**src/rtl/ama_riscv_fetch.sv**
```systemverilog
// Instruction fetch: owns the PC, streams word requests into the icache
// and buffers responses in a small queue toward decode.
module ama_riscv_fetch #(
  parameter int CORE_ADDR_BUS_B = 32,
  parameter int CORE_ADDR_BUS_W = CORE_ADDR_BUS_B - 2,
  parameter logic [CORE_ADDR_BUS_B-1:0] RESET_VECTOR = '0,
  parameter int QDEPTH = 2
) (
  input  logic                       clk,
  input  logic                       rst,
  output logic                       req_ic_valid,
  input  logic                       req_ic_ready,
  output logic [CORE_ADDR_BUS_W-1:0] req_ic_data,
  input  logic                       rsp_ic_valid,
  output logic                       rsp_ic_ready,
  input  logic [31:0]                rsp_ic_data,
  input  logic                       redirect_valid,
  input  logic [CORE_ADDR_BUS_B-1:0] redirect_pc,
  output logic                       out_valid,
  input  logic                       out_ready,
  output logic [31:0]                out_inst,
  output logic [CORE_ADDR_BUS_B-1:0] out_pc
);

  localparam int QW = $clog2(QDEPTH);
  localparam int CW = $clog2(QDEPTH + 1);

  typedef enum logic {F_RESET, F_RUN} state_t;

  state_t state, state_nx;

  logic [CORE_ADDR_BUS_W-1:0] pc_word;
  logic [CORE_ADDR_BUS_W-1:0] inflight;
  logic [31:0]                q_inst [QDEPTH];
  logic [CORE_ADDR_BUS_B-1:0] q_pc [QDEPTH];
  logic [QW-1:0]              wptr;
  logic [QW-1:0]              rptr;
  logic [CW-1:0]              count;
  logic                       outstanding;
  logic                       drop;

  logic          run;
  logic          accept;
  logic          rsp;
  logic          enq;
  logic          deq;
  logic [CW:0]   occ;
  logic          unused_lsb;

  assign unused_lsb   = ^redirect_pc[1:0];
  assign rsp_ic_ready = 1'b1;
  assign out_inst     = q_inst[rptr];
  assign out_pc       = q_pc[rptr];

  always_comb begin
    state_nx = state;
    run      = 1'b0;
    unique case (state)
      F_RESET: state_nx = F_RUN;
      F_RUN:   run = 1'b1;
      default: state_nx = F_RESET;
    endcase
    out_valid    = (count != '0) & ~redirect_valid;
    deq          = out_valid & out_ready;
    // slots already promised: queued + in flight - leaving now
    occ          = {1'b0, count} + (CW+1)'(outstanding)
                   - (CW+1)'(deq);
    req_ic_valid = run & (occ < (CW+1)'(QDEPTH));
    req_ic_data  = run ? pc_word : '0;
    accept       = req_ic_valid & req_ic_ready;
    rsp          = rsp_ic_valid & outstanding;
    enq          = rsp & ~drop & ~redirect_valid;
  end

  always_ff @(posedge clk) begin
    if (!rst) state <= F_RESET;
    else      state <= state_nx;
  end

  always_ff @(posedge clk) begin
    if (!rst) begin
      pc_word     <= RESET_VECTOR[CORE_ADDR_BUS_B-1:2];
      inflight    <= '0;
      wptr        <= '0;
      rptr        <= '0;
      count       <= '0;
      outstanding <= 1'b0;
      drop        <= 1'b0;
      for (int i = 0; i < QDEPTH; i++) begin
        q_inst[i] <= '0;
        q_pc[i]   <= '0;
      end
    end else begin
      if (accept) begin
        pc_word  <= pc_word + CORE_ADDR_BUS_W'(1);
        inflight <= pc_word;
      end
      if (accept)   outstanding <= 1'b1;
      else if (rsp) outstanding <= 1'b0;
      if (redirect_valid) begin
        pc_word <= redirect_pc[CORE_ADDR_BUS_B-1:2];
        wptr    <= '0;
        rptr    <= '0;
        count   <= '0;
        drop    <= accept | (outstanding & ~rsp);
      end else begin
        if (rsp && drop) drop <= 1'b0;
        if (enq) begin
          q_inst[wptr] <= rsp_ic_data;
          q_pc[wptr]   <= {inflight, 2'b00};
          wptr         <= wptr + QW'(1);
        end
        if (deq) rptr <= rptr + QW'(1);
        unique case ({enq, deq})
          2'b10:   count <= count + CW'(1);
          2'b01:   count <= count - CW'(1);
          default: count <= count;
        endcase
      end
    end
  end

endmodule
```
**config.mk**
```make
export PLATFORM = sky130hd
export DESIGN_NAME = ama_riscv_fetch
export DESIGN_NICKNAME = d
export VERILOG_FILES = /design/src/rtl/ama_riscv_fetch.sv
export SDC_FILE = /design/constraint.sdc
export NUM_CORES = 1
export LEC_CHECK = 0
export CAP_MARGIN = 20
export CELL_PAD_IN_SITES_DETAIL_PLACEMENT = 1
export CELL_PAD_IN_SITES_GLOBAL_PLACEMENT = 2
export CORE_ASPECT_RATIO = 0.7
export CORE_UTILIZATION = 37
export DETAILED_ROUTE_END_ITERATION = 16
export PLACE_DENSITY = 0.85
export SYNTH_ARGS = -nofsm -noshare
export SYNTH_HDL_FRONTEND = slang
export SYNTH_SLANG_ARGS = --single-unit
```
**constraint.sdc**
```tcl
create_clock -name clk -period 16.5 [get_ports clk]
set_input_delay 3.3 -clock clk [delete_from_list [all_inputs] [get_ports clk]]
set_output_delay 3.3 -clock clk [all_outputs]
set_load 0.005 [all_outputs]
```
# --- Yosys cells after proc, flatten, opt, wreduce, memory -nomap -nowiden ---
# Memories as Yosys holds them, arrays and structs flattened. A register that Yosys moved wholly into a read port is not among the register bits.
# Index checks and enable logic that the tools add are counted.
# W data, S select, Z words.
word_totals:
  mem_bits_rw: 124
  memories: 2
  register_bits: 67
  input_bits: 70
  out_inout_bits: 97
  word_cells: 67
mem_list:
  columns: ["memory", "depth", "width", "rd", "rd_ports_with_merged_regs", "write_ports", "line_no", "rtl"]
  rows:
  - ["q_inst", 2, 32, 1, 1, 2, "34", "logic [31:0] q_inst [QDEPTH];"]
  - ["q_pc", 2, 30, 1, 1, 2, "35", "logic [CORE_ADDR_BUS_B-1:0] q_pc [QDEPTH];"]
op_classes:
  bitwise_logic: 13
  n_addsub: 7
  n_reduce_logical: 9
  n_lt_le_gt_ge: 1
  mux: 25
  eq_ne: 2
op_table:
  columns: ["operator", "n"]
  rows:
  - ["$mux W30", 4]
  - ["$mux W32", 1]
  - ["$reduce_or A32 Y1", 1]
  - ["$add A30 B1 Y30 const B", 1]
  - ["$reduce_or A30 Y1", 1]
  - ["$mux W1", 19]
  - ["$reduce_bool A2 Y1", 5]
  - ["$and A1 B1 Y1", 8]
  - ["$not A1 Y1", 4]
  - ["$pmux W2 S2", 1]
  - ["$add A2 B1 Y3", 1]
  - ["$lt A3 B2 Y1 const B", 1]
  - ["$sub A3 B1 Y3", 1]
  - ["$add A1 B1 Y1 const B", 2]
  - ["$add A2 B1 Y2 const B", 1]
  - ["$eq A2 B1 Y1 const B", 1]
  - ["$eq A2 B2 Y1 const B", 1]
  - ["$reduce_or A2 Y1", 1]
  - ["$sub A2 B1 Y2 const B", 1]
  - ["$logic_and A1 B1 Y1", 1]
  - ["$or A1 B1 Y1", 1]

# --- Longest topological paths before layout ---
logic_depth:
  word_depth: 9
  mapped_depth: 12
  ltp_nobuf: 11

# --- Worst setup path after synthesis ---
# Ideal clock, no wire load.
synth_timing:
  path_kind: "input to register"
  start: "in redirect_valid"
  end: "mem q_inst[0][0], enable pin"
  stages: 3
  setup_ps: 568
  required_time_ps: 15932
  t_arrival_ps: 8109
  setup_slack_ps: 7824
  path_cell_list: "nor4b_4 > inv_1 > o21ai_0"
synth_rtl:
  columns: ["item", "line_no", "rtl"]
  rows:
  - ["start: declaration", "17", "input logic redirect_valid,"]
  - ["end: declaration", "34", null]

# --- Worst setup path in the final report ---
layout_timing:
  start: "in redirect_valid"
  end: "out req_ic_valid"
layout_between:
  elab_chain_cells: 6
layout_lines:
  columns: ["item", "line_no", "rtl"]
  rows:
  - ["$not A1 Y1", "63", "out_valid = (count != '0) & ~redirect_valid;"]
  - ["$and A1 B1 Y1", "63", null]
  - ["$and A1 B1 Y1", "64", "deq = out_valid & out_ready;"]
  - ["via deq", "46", "logic deq;"]
  - ["$sub A3 B1 Y3", "67", "- (CW+1)'(deq);"]
  - ["$lt A3 B2 Y1", "68", "req_ic_valid = run & (occ < (CW+1)'(QDEPTH));"]
  - ["$and A1 B1 Y1", "68", null]
  - ["end: declaration", "11", "output logic req_ic_valid,"]
# The timed path passes the listed nets, and every way through them passes these cells.

==> results by group <==
Outcome
  – Outcome: completed

CTS
  – CTS H-tree lvls: 4
  – CTS Root Cell: clkbuf_16
  – Clock buffer depth: 2
  – CTS tree: done
  – CTS buffer count: 17
  – Setup Fix Bufs, Post-CTS: 0
  – Clock latency on the worst-skew pair: approximately 0.43 ns
  – Reg clk slew, reported paths: 0.07 ns
  – # resized after CTS: 0
  – Hold-fix buffers at CTS: 0
  – CTS sink count: 192

Final layout
  – Final Net Count: a little under 1k
  – Most frequent cells in the layout: 160 x clkdlybuf4s50_1, 156 x and2_1, 124 x edfxtp_1
  – Area Overhead vs Synth: 27.8%
  – Share of cells above drive strength 1: 0.128
  – Finished Core Util: 0.487
  – Most common cell after layout, fill and taps aside: clkdlybuf4s50_1

Die
  – Core area: 0.0228 mm²
  – Core Rows: 46
  – Die width: 185 µm
  – Die ar.: 0.0242 mm²
  – Ports: 167
  – Initial Util: 0.381
  – Die height: around 130 µm

Setup path
  – CP Launch Type: input port
  – Crit Path Class: input port to primary output
  – CP endpoint kind: primary output
  – WP data arrival: just over 6 ns
  – Critical path required time: 13.20 ns
  – Critical path fanouts, max: 8

Global routing
  – First-pass GRT wire length: roughly 34 mm
  – All-layer global routing usage: 0.187
  – Initial antenna violation count: 0
  – Largest net degree at the start of global routing: 69
  – Vias in the first global route: 5,935
  – Grt total ovfl: 0

Route
  – Top Layer Used: met4
  – Avg WL per Cell: 18.0 µm
  – DRT iter0 DRCs: around 310
  – Via count: roughly 5.9k
  – Total routed wirelength: 21.8 mm
  – TritonRoute pass-1 iters: 4
  – DRC: 0
  – ANT nets after route: 0
  – Met2 routed WL: 9.48 mm
  – Met1 WL: 11.0 mm
  – Met3 WL: 1.15 mm
  – Vias per cell: 4.85

STA
  – Final period util: 0.572
  – Unrepaired setup endpoints after global routing: no
  – Final worst slack: slightly above 7 ns
  – Slew margin rel.: 0.351
  – Skew final: 0.0103 ns
  – Tightest Pin Transition: ~1 ns
  – Max Clk Rate: between 0.1 and 0.15 GHz
  – Setup_tns: 0 ns
  – Hold Vio Cnt, Final: 0
  – Pins Over Slew Limit: 0
  – Hold slack: 0.470 ns
  – Final setup violation count: 0
  – Final min period: 9.43 ns

Placement
  – Routability-driven placement congestion ratio: ~0.75
  – IO Port Bufs: between 150 and 200
  – Pre-CTS WS: 7.08 ns
  – Hpwl dp: 14.0 mm

Pwr
  – IR drop worst, VDD: 69.2 µV
  – LEAKAGE: approximately 3.9 nW
  – Cell Pwr Density: roughly 90 mW/mm²

Job
  – MaxCap Viol Count: 0

Synth
  – Dominant cell type by area after synthesis: edfxtp_1
  – Post-Syn Area: between 0.008 and 0.009 mm²
  – Top_reg_cell synth: edfxtp_1
  – Syn avg cell area: 11.7 µm²
  – Share of Yosys cell area claimed by the top area cell type: 0.428
  – Cells after synthesis: 747
  – Yosys warning count: 0
  – Sequential area share after synthesis: 0.584
  – Number of synthesized flops with an enable pin: 124
  – Synth cell types: 44
  – Largest cells by area after synthesis: edfxtp_1 43%, dfxtp_1 16%, and2_1 11%
  – #FFs+latches synth: 192
  – Post-synth ARST share: 0

Min path
  – Min-Delay Path Class: flop to flop
[stage by stage]
step | std cells | total power [W] | cell area [µm²]
floorplan | 748 | 0.000588 | 8710
global placement | 1180 | 0.000638 | 10600
detailed placement | 1180 | 0.000641 | 10600
CTS | 1212 | 0.00104 | 11100
global route | 1212 | 0.00107 | 11100
finish | 1213 | 0.00103 | 11100
[registers in the layout, summed over array words and instances (netlist names), named ones only]
signal	cells
q_inst	64
q_pc	60
inflight	30
pc_word	30
count	2
drop	1
outstanding	1
rptr	1
state	1
wptr	1
[area by class of cell]
type                    count  area [µm²]
repair buffers            170        1670
fillers                  2393       11700
diodes                      1        2.50
inverters                   4        15.0
clock inverters            14         130
clock buffers              18         429
flip-flops and latches    192        5090
multi-input cells         502        3400
well taps                 312         390
[per-layer routing]
| layer | global-route usage | vias up |
|---|---|---|
| met2 | 0.286 | 130 |
| met4 | 0.0481 | 0 |
| met5 | 0 | - |
| met1 | 0.266 | 2874 |
| met3 | 0.0433 | 10 |
| li1 | - | 2875 |
[path summary, 6_finish.rpt]
path                       end  cells past startpoint            from  slack (ns)
setup reg to reg  inflight[12]                     11        count[1]       13.10
hold / removal    inflight[27]                      2    inflight[27]        0.47
hold reg to reg   inflight[27]                      2    inflight[27]        0.47
setup / recovery  req_ic_valid                      9  redirect_valid        7.07
[kinds of logic after synthesis]
family                     Yosys count  synth area share
AOI/OAI and AO/OA                   94            0.0648
xor gates and xnor gates            35            0.0361
adders and majority gates            4           0.00661
buffers and inverters               54            0.0279
DFF                                192             0.584
muxes                               62            0.0802
other                                2          0.000863
and+or+nand+nor                    304             0.199
[worst max-delay path: stages]
cell             delay [ns]
clkdlybuf4s50_1        0.64
nor2_1                 0.11
and2_1                 0.22
ha_1                   0.29
nand2b_1               0.16
fa_1                   0.44
xnor2_2                0.24
and3_1                 0.23
clkdlybuf4s50_1        0.51
[Yosys cell counts (7+ instances only)]
library cell and instances:
nor2_1 11, edfxtp_1 124, a21oi_1 27, and2_1 156, nor4_1 11, nand4_1 7
xor2_1 12, dfxtp_1 68, clkbuf_1 37, nand2_1 78, nand3_1 15, o21ai_0 31
xnor2_1 22, a21boi_0 31, mux2_2 62
[power breakdown]
group | internal [W] | switching (W) | total (W) | leakage, nW
sequential | 0.000530 | 0.0000150 | 0.000545 | 1.84
clock | 0.000211 | 0.000189 | 0.000400 | 0.275
combinational | 0.0000476 | 0.0000370 | 0.0000846 | 1.82
total | 0.000789 | 0.000241 | 0.00103 | 3.94
(Power assumes the default switching activity.)
